**src/rtl/vga_window_pkg.sv**
```systemverilog
`default_nettype none
// ============================================================================
// Module      : vga_window_pkg
// Description : Shared constants and elaboration helpers for the VGA window
//               read-address generator.
//                 PIPE_LAT   - cycles from Xpixel/Ypixel to AddrRamOut
//                 oob_addr() - all-ones sentinel of a given width
//                 win_size() - window extent of an upscaled image dimension
// Revision    : 1.0  initial release
// ============================================================================
package vga_window_pkg;

    localparam int PIPE_LAT = 2;

    function automatic logic [63:0] oob_addr(input int width);
        return (64'd1 << width) - 64'd1;
    endfunction

    function automatic int win_size(input int dim, input int scale_log2);
        return dim << scale_log2;
    endfunction

endpackage
`default_nettype wire

```
**src/rtl/vga_window_addr_sync_delay.sv**
```systemverilog
`default_nettype none
// ============================================================================
// Module      : sync_delay
// Description : Fixed-depth shift register with synchronous reset to INIT.
//               A depth of zero degenerates to a plain wire.
//   clk     in   clock
//   rst     in   synchronous active-high reset, loads every stage with INIT
//   i_data  in   WIDTH-bit input
//   o_data  out  i_data delayed DEPTH cycles
// Revision    : 1.0  initial release
// ============================================================================
module sync_delay #(
    parameter int               WIDTH = 1,
    parameter int               DEPTH = 1,
    parameter logic [WIDTH-1:0] INIT  = '0
) (
    input  logic             clk,
    input  logic             rst,
    input  logic [WIDTH-1:0] i_data,
    output logic [WIDTH-1:0] o_data
);

    generate
        if (DEPTH == 0) begin : g_bypass
            logic unused_clk_rst;
            assign unused_clk_rst = clk ^ rst;
            assign o_data         = i_data;
        end else begin : g_shift
            logic [WIDTH-1:0] shift_d [DEPTH];
            logic [WIDTH-1:0] shift_q [DEPTH];

            always_comb begin
                shift_d[0] = i_data;
                for (int i = 1; i < DEPTH; i++) begin
                    shift_d[i] = shift_q[i-1];
                end
            end

            always_ff @(posedge clk) begin
                for (int i = 0; i < DEPTH; i++) begin
                    if (rst) begin
                        shift_q[i] <= INIT;
                    end else begin
                        shift_q[i] <= shift_d[i];
                    end
                end
            end

            assign o_data = shift_q[DEPTH-1];
        end
    endgenerate

endmodule
`default_nettype wire

```
**src/rtl/vga_window_addr.sv**
```systemverilog
`default_nettype none
// ============================================================================
// Module      : vga_window_addr
// Description : Two-stage pipeline mapping VGA pixel coordinates onto linear
//               frame-buffer read addresses for an IMG_W x IMG_H image placed
//               at (OFF_X, OFF_Y) and upscaled by 2^SCALE_LOG2. Outside the
//               window the address is all ones. Syncs are delayed to line up
//               with RAM read data.
//   Clock       in   pixel clock
//   Reset       in   synchronous active-high reset
//   Xpixel      in   current VGA column
//   Ypixel      in   current VGA line
//   Hsync_in    in   horizontal sync from VGA driver
//   Vsync_in    in   vertical sync from VGA driver
//   frame_done  in   one-cycle pulse, camera finished a frame
//   AddrRamOut  out  buffer read address (2 cycles after Xpixel/Ypixel)
//   InWindow    out  AddrRamOut is a valid image address
//   InWindow_d  out  InWindow delayed RAM_LAT cycles
//   Hsync_out   out  Hsync_in delayed 2+RAM_LAT cycles
//   Vsync_out   out  Vsync_in delayed 2+RAM_LAT cycles
//   WrBank      out  bank the camera writer must target
// Optional    : FRAME_SWAP_EN - double buffering; AddrRamOut MSB carries the
//               read bank, swapped on the Vsync activation after frame_done.
// Revision    : 1.0  initial release
// ============================================================================
module vga_window_addr
    import vga_window_pkg::*;
#(
    parameter int   IMG_W      = 176,
    parameter int   IMG_H      = 144,
    parameter int   X_W        = 10,
    parameter int   Y_W        = 9,
    parameter int   ADDR_W     = 15,
    parameter int   OFF_X      = 0,
    parameter int   OFF_Y      = 0,
    parameter int   SCALE_LOG2 = 0,
    parameter int   RAM_LAT    = 1,
    parameter logic SYNC_IDLE  = 1'b1
) (
    input  logic              Clock,
    input  logic              Reset,
    input  logic [X_W-1:0]    Xpixel,
    input  logic [Y_W-1:0]    Ypixel,
    input  logic              Hsync_in,
    input  logic              Vsync_in,
    input  logic              frame_done,
    output logic [ADDR_W-1:0] AddrRamOut,
    output logic              InWindow,
    output logic              InWindow_d,
    output logic              Hsync_out,
    output logic              Vsync_out,
    output logic              WrBank
);

    localparam int WW = win_size(IMG_W, SCALE_LOG2);
    localparam int WH = win_size(IMG_H, SCALE_LOG2);
`ifdef FRAME_SWAP_EN
    localparam int LIN_W = ADDR_W - 1;
`else
    localparam int LIN_W = ADDR_W;
`endif
    localparam logic [ADDR_W-1:0] OOB     = ADDR_W'(oob_addr(ADDR_W));
    localparam longint            MAX_LIN = longint'(oob_addr(LIN_W));
    localparam int                SYNC_DEPTH = PIPE_LAT + RAM_LAT;

    // The sentinel must never alias a real pixel address.
    generate
        if (longint'(IMG_W) * longint'(IMG_H) > MAX_LIN) begin : g_chk_addr
            $error("vga_window_addr: image does not fit below the sentinel address");
        end
        if (WW > (1 << X_W) || WH > (1 << Y_W)) begin : g_chk_win
            $error("vga_window_addr: scaled window exceeds coordinate range");
        end
        if (SCALE_LOG2 > 2 || SCALE_LOG2 < 0) begin : g_chk_scale
            $error("vga_window_addr: SCALE_LOG2 must be 0, 1 or 2");
        end
    endgenerate

    // ------------------------------------------------------------------
    // Stage 1: window test and offset removal
    // ------------------------------------------------------------------
    logic           in_win_d, in_win_q;
    logic [X_W-1:0] rel_x_d, rel_x_q;
    logic [Y_W-1:0] rel_y_d, rel_y_q;
    logic [31:0]    x_ext, y_ext;

    // Compare in 32 bits so OFF+W cannot wrap; rel_* may wrap below the
    // offset but is discarded by in_win in that case.
    always_comb begin
        x_ext    = 32'(Xpixel);
        y_ext    = 32'(Ypixel);
        in_win_d = (x_ext >= 32'(OFF_X)) && (x_ext < 32'(OFF_X + WW)) &&
                   (y_ext >= 32'(OFF_Y)) && (y_ext < 32'(OFF_Y + WH));
        rel_x_d  = Xpixel - X_W'(OFF_X);
        rel_y_d  = Ypixel - Y_W'(OFF_Y);
    end

    always_ff @(posedge Clock) begin
        if (Reset) begin
            in_win_q <= 1'b0;
            rel_x_q  <= '0;
            rel_y_q  <= '0;
        end else begin
            in_win_q <= in_win_d;
            rel_x_q  <= rel_x_d;
            rel_y_q  <= rel_y_d;
        end
    end

    // ------------------------------------------------------------------
    // Read bank selection
    // ------------------------------------------------------------------
`ifdef FRAME_SWAP_EN
    logic vs_prev_d, vs_prev_q;
    logic pending_d, pending_q;
    logic rd_bank_d, rd_bank_q;
    logic vs_activate;

    // A coincident frame_done counts as pending on the same edge.
    always_comb begin
        vs_activate = (vs_prev_q == SYNC_IDLE) && (Vsync_in != SYNC_IDLE);
        vs_prev_d   = Vsync_in;
        pending_d   = pending_q | frame_done;
        rd_bank_d   = rd_bank_q;
        if (vs_activate) begin
            pending_d = 1'b0;
            if (pending_q || frame_done) begin
                rd_bank_d = ~rd_bank_q;
            end
        end
    end

    always_ff @(posedge Clock) begin
        if (Reset) begin
            vs_prev_q <= SYNC_IDLE;
            pending_q <= 1'b0;
            rd_bank_q <= 1'b0;
        end else begin
            vs_prev_q <= vs_prev_d;
            pending_q <= pending_d;
            rd_bank_q <= rd_bank_d;
        end
    end

    assign WrBank = ~rd_bank_q;
`else
    logic unused_frame_done;
    assign unused_frame_done = frame_done;
    assign WrBank            = 1'b0;
`endif

    // ------------------------------------------------------------------
    // Stage 2: downscale to image coordinates and linearise
    // ------------------------------------------------------------------
    logic [X_W-1:0]    col;
    logic [Y_W-1:0]    row;
    logic [LIN_W-1:0]  lin;
    logic [ADDR_W-1:0] addr_d, addr_q;
    logic              win_d, win_q;

    always_comb begin
        col   = rel_x_q >> SCALE_LOG2;
        row   = rel_y_q >> SCALE_LOG2;
        lin   = LIN_W'(row) * LIN_W'(IMG_W) + LIN_W'(col);
        win_d = in_win_q;
`ifdef FRAME_SWAP_EN
        addr_d = in_win_q ? {rd_bank_q, lin} : OOB;
`else
        addr_d = in_win_q ? lin : OOB;
`endif
    end

    always_ff @(posedge Clock) begin
        if (Reset) begin
            addr_q <= OOB;
            win_q  <= 1'b0;
        end else begin
            addr_q <= addr_d;
            win_q  <= win_d;
        end
    end

    assign AddrRamOut = addr_q;
    assign InWindow   = win_q;

    // ------------------------------------------------------------------
    // Delay lines aligning syncs and InWindow with RAM read data
    // ------------------------------------------------------------------
    sync_delay #(
        .WIDTH (2),
        .DEPTH (SYNC_DEPTH),
        .INIT  ({SYNC_IDLE, SYNC_IDLE})
    ) u_sync_dly (
        .clk    (Clock),
        .rst    (Reset),
        .i_data ({Hsync_in, Vsync_in}),
        .o_data ({Hsync_out, Vsync_out})
    );

    sync_delay #(
        .WIDTH (1),
        .DEPTH (RAM_LAT),
        .INIT  (1'b0)
    ) u_win_dly (
        .clk    (Clock),
        .rst    (Reset),
        .i_data (win_q),
        .o_data (InWindow_d)
    );

endmodule
`default_nettype wire

```
**config.mk**
```make
export PLATFORM = sky130hd
export DESIGN_NAME = vga_window_addr
export DESIGN_NICKNAME = d
export VERILOG_FILES = /design/src/rtl/vga_window_pkg.sv /design/src/rtl/vga_window_addr_sync_delay.sv /design/src/rtl/vga_window_addr.sv
export SDC_FILE = /design/constraint.sdc
export NUM_CORES = 1
export LEC_CHECK = 0
export ABC_CLOCK_PERIOD_IN_PS = 2910
export BUFFER_PORTS_ARGS = -buffer_cell sky130_fd_sc_hd__buf_2
export CAP_MARGIN = 20
export CORE_MARGIN = 1
export CORE_UTILIZATION = 49
export DETAILED_ROUTE_END_ITERATION = 10
export GPL_TIMING_DRIVEN = 1
export PLACE_DENSITY_LB_ADDON = 0.08
export SKIP_LAST_GASP = 1
export SLEW_MARGIN = 0
export SYNTH_ARGS = -nofsm -noshare
export SYNTH_HDL_FRONTEND = slang
export SYNTH_HIERARCHICAL = 1
export SYNTH_SLANG_ARGS = --single-unit
```
**constraint.sdc**
```tcl
create_clock -name Clock -period 2.91 [get_ports Clock]
set_clock_uncertainty 0.05 [all_clocks]
set_input_delay 0.582 -clock Clock [delete_from_list [all_inputs] [get_ports Clock]]
set_output_delay 0.582 -clock Clock [all_outputs]
set_load 0.01 [all_outputs]
```
==> key figures <==
Outcome
  – Status: finished with violations
  – Violated checks: negative setup slack

Place
  – IO Port Bufs: between 40 and 50
  – HPWL after DPL: approximately 2700 um
  – Worst slack, placed: -0.0753 ns
  – Placed cells: roughly 330
  – Routability Congestion: 0.758

Synthesis
  – Top post-synthesis cells by area: dfxtp_1, ha_1, fa_1, nor2b_1, inv_1
  – Async S/R FF share, synth: 0%
  – Flops & latches, synth: 43
  – Post-synth EDFFs: 0
  – Ys Warns: 6
  – Average instance area after synthesis: between 9 and 10 um2
  – Main synth FF type: dfxtp_1
  – Synth cell types: 42
  – Register area share after synthesis: about two fifths
  – Synth top cells by count: dfxtp_1, inv_1, ha_1, nor2b_1, xnor2_1
  – Yosys top cell by area: dfxtp_1
  – Synthesized cell area: about 2200 um2
  – Mapped Cells: between 200 and 250
  – Mapped Nets: between 200 and 300
  – Most frequent cell after synthesis: dfxtp_1
  – Post-synth top area share: 38.9%

Setup path
  – Worst-path fanout max: 4
  – FF-to-FF path depth: 12
  – R2R Path End: AddrRamOut[13]$_SDFF_PP1_
  – Worst Setup SP: rel_y_q[1]$_SDFF_PP0_
  – Slowest cell on the critical path: fa_1
  – Critical Path End Type: flop
  – CP Class: reg -> reg
  – Crit path DAT: 3.06 ns
  – Kind of start point of the critical path: flop
  – Worst path required time: between 3 and 4 ns
  – Crit path largest cell delay: just under 0.6 ns
  – Critical path's most frequent cell: ha_4
  – CP Cell Sequence: ha_4 -> fa_1 -> ha_4 -> o21a_4 -> and2_4 -> nor2_4 -> ha_4 -> nor3_1 -> nor4b_2 -> buf_4 -> and4_1 -> o21ai_1
  – CP Capture Point: AddrRamOut[13]$_SDFF_PP1_
  – Worst r2r src: rel_y_q[1]$_SDFF_PP0_
  – R2R Setup Slk: -0.02 ns

Pwr
  – Combinational Power Share: 32.5%
  – Sw frac: 29.3%
  – Pwr Total: around 1.4 mW
  – Cell internal pwr: between 1 and 1.5 mW
  – Clk pwr share: 24.9%
  – Psw: between 0.4 and 0.5 mW
  – Register share of total power: 42.7%
  – P per Cell Area: 505 nW/um2
  – Leak: between 1 and 1.5 nW
  – Max IR drop VDD: 0.285 mV

Timing
  – PnR worst setup slack: -0.0170 ns
  – FMAX: roughly 0.34 GHz
  – # setup viols final: 1
  – Max Slew Vio Count: 0
  – Hold WS: between 0.3 and 0.4 ns
  – RSZ-0062 raised after global routing: true
  – Tcrit/Tclk final: 101%
  – Min cycle time layout: 2.93 ns
  – Fin. Hold Viols: 0

Die
  – Die area: 4790 um2
  – # IOs: between 40 and 50
  – Die width: between 60 and 70 um
  – Die Span Y: roughly 69 um
  – Site Rows: 24
  – Initial core utilization: approximately half
  – Core area: 4350 um2

Drt
  – Total Wirelength: about 3700 um
  – Via count: between 1.5k and 2k
  – DR vias/cell: 4.77
  – Drt pass-1 iters: 4
  – Post-DR wirelength/cell: between 10 and 15 um
  – First-iteration detailed-routing DRC count: 44
  – DRC: 0
  – Post-route ant nets: 0

Global route
  – First-pass GRT wire length: roughly 6000 um
  – Overall Global Routing Usage: around 15%
  – Initial antenna violation count: 0
  – Vias in the first global route: 1468
  – Largest net degree at the start of global routing: 29
  – GRT overflow: 0

Clock tree
  – Clk buf depth: 2
  – Cts bufs inserted: 5
  – Root Buffer: clkbuf_8
  – H-Tree Level Count: 2
  – CTS sink cnt: 43
  – Post-CTS Setup Inserts: 0
  – TritonCTS clock tree: done
  – Worst skew pair latency: ~0.29 ns
  – Clock-pin transition on the worst setup and hold timing paths: around 0.080 ns

Layout
  – Share of layout cells above drive strength 1: about a third
  – # fillers: approximately 360
  – Filler-free cell count of the finished design: 340
  – Layout Nets: roughly 340
  – Ant diodes: 0
  – Layout Area Growth over Synthesis: 29.6%

Hold path
  – Hold WC Path Type: reg -> reg

Job
  – Max-Cap Viols: 0
cells in the final DEF, fill, tap and decap left out, types with 2 or more instances in the layout:
cell type / instances
buf_2: 41
dfxtp_1: 39
xnor2_1: 10
a21o_1: 6
fa_1: 7
or2_1: 6
nand3_1: 3
nand2b_1: 9
o31ai_1: 2
o21ai_1: 2
nor3_1: 4
nor4b_2: 2
clkbuf_8: 5
inv_1: 26
ha_4: 9
nor2_1: 5
o21bai_1: 2
inv_2: 2
nand2_1: 8
xor2_1: 3
dfxtp_2: 3
a21oi_1: 7
buf_4: 21
ha_1: 16
nor2b_1: 20
a21oi_2: 2
repair_timing:
| action | in CTS | in global routing |
|---|---|---|
| pin swaps | 6 | 8 |
| hold buffers | 0 | 0 |
| resized for setup | 7 | 19 |
| setup endpoints to repair | 5 | 5 |
power groups by stage:
stage               Sequential [mW]  Combinational (mW)  Clock (mW)
floorplan                     0.630               0.283           0
global placement              0.630               0.396           0
detailed placement            0.630               0.402           0
CTS                           0.617               0.424       0.373
global route                  0.621               0.523       0.395
finish                        0.618               0.471       0.360
critical path, delay by kind of cell (launching register included):
family	cells	cell delay, ns
fa+ha+maj	4	1.23
simple gates	5	0.79
flops	1	0.34
compound gates	2	0.25
buf+inv	1	0.17
worst min path at each step:
stage,startpoint,end,depth (start not counted)
final,u_sync_dly/g_shift.shift_q[1][1]$_SDFF_PP1_,u_sync_dly/g_shift.shift_q[2][1]$_SDFF_PP1_,1
after global routing,u_sync_dly/g_shift.shift_q[1][1]$_SDFF_PP1_,u_sync_dly/g_shift.shift_q[2][1]$_SDFF_PP1_,1
after CTS,u_sync_dly/g_shift.shift_q[1][1]$_SDFF_PP1_,u_sync_dly/g_shift.shift_q[2][1]$_SDFF_PP1_,1
after detailed placement,u_sync_dly/g_shift.shift_q[1][1]$_SDFF_PP1_,u_sync_dly/g_shift.shift_q[2][1]$_SDFF_PP1_,1
after global placement,u_sync_dly/g_shift.shift_q[1][1]$_SDFF_PP1_,u_sync_dly/g_shift.shift_q[2][1]$_SDFF_PP1_,1
after floorplan,u_sync_dly/g_shift.shift_q[0][0]$_SDFF_PP1_,u_sync_dly/g_shift.shift_q[1][0]$_SDFF_PP1_,1
routing by layer:
layer / global-route usage, % / part of all wire (%) / up-vias
met5: 0 / 0 / -
met4: 4.76 / 0.47 / 0
met3: 4.80 / 3.8 / 2
met2: 26.4 / 51 / 37
met1: 18.5 / 45 / 722
li1: - / - / 861
registers in the layout, indices dropped and copies added (netlist names):
signal / count
u_win_dly/g_shift.shift_q: 1
col: 10
rel_y_q: 9
in_win_q: 1
AddrRamOut: 15
u_sync_dly/g_shift.shift_q: 6
InWindow: 1
area by class of cell:
class / instances / area (um2) / share of cell area [%]
multi-input combinational: 147 / 1380 / 48.2
sequential: 43 / 868 / 30.3
timing repair buffer: 62 / 363 / 12.7
inverter: 28 / 105 / 3.66
clock buffer: 6 / 72.6 / 2.53
tap: 52 / 65.1 / 2.27
clock inverter: 2 / 12.5 / 0.436
logic make-up after synthesis:
group | count (synthesis) | share of synthesized area (%)
simple gates | 66 | 17.7
flops | 43 | 38.9
compound gates | 34 | 10.7
buf+inv | 33 | 6.45
fa+ha+maj | 32 | 20.5
xor+xnor | 14 | 5.54
other cells | 1 | 0.170
metrics by stage:
| step | setup TNS [ns] | cell area (um2) | utilization [%] |
|---|---|---|---|
| floorplan | 0 | 2240 | - |
| global placement | -0.155 | 2630 | 60.5 |
| detailed placement | -0.156 | 2630 | 60.5 |
| CTS | -0.00341 | 2760 | 63.3 |
| global route | -0.380 | 2870 | 65.9 |
| finish | -0.0170 | 2870 | 65.9 |
Power figures use the tool's default switching activity.
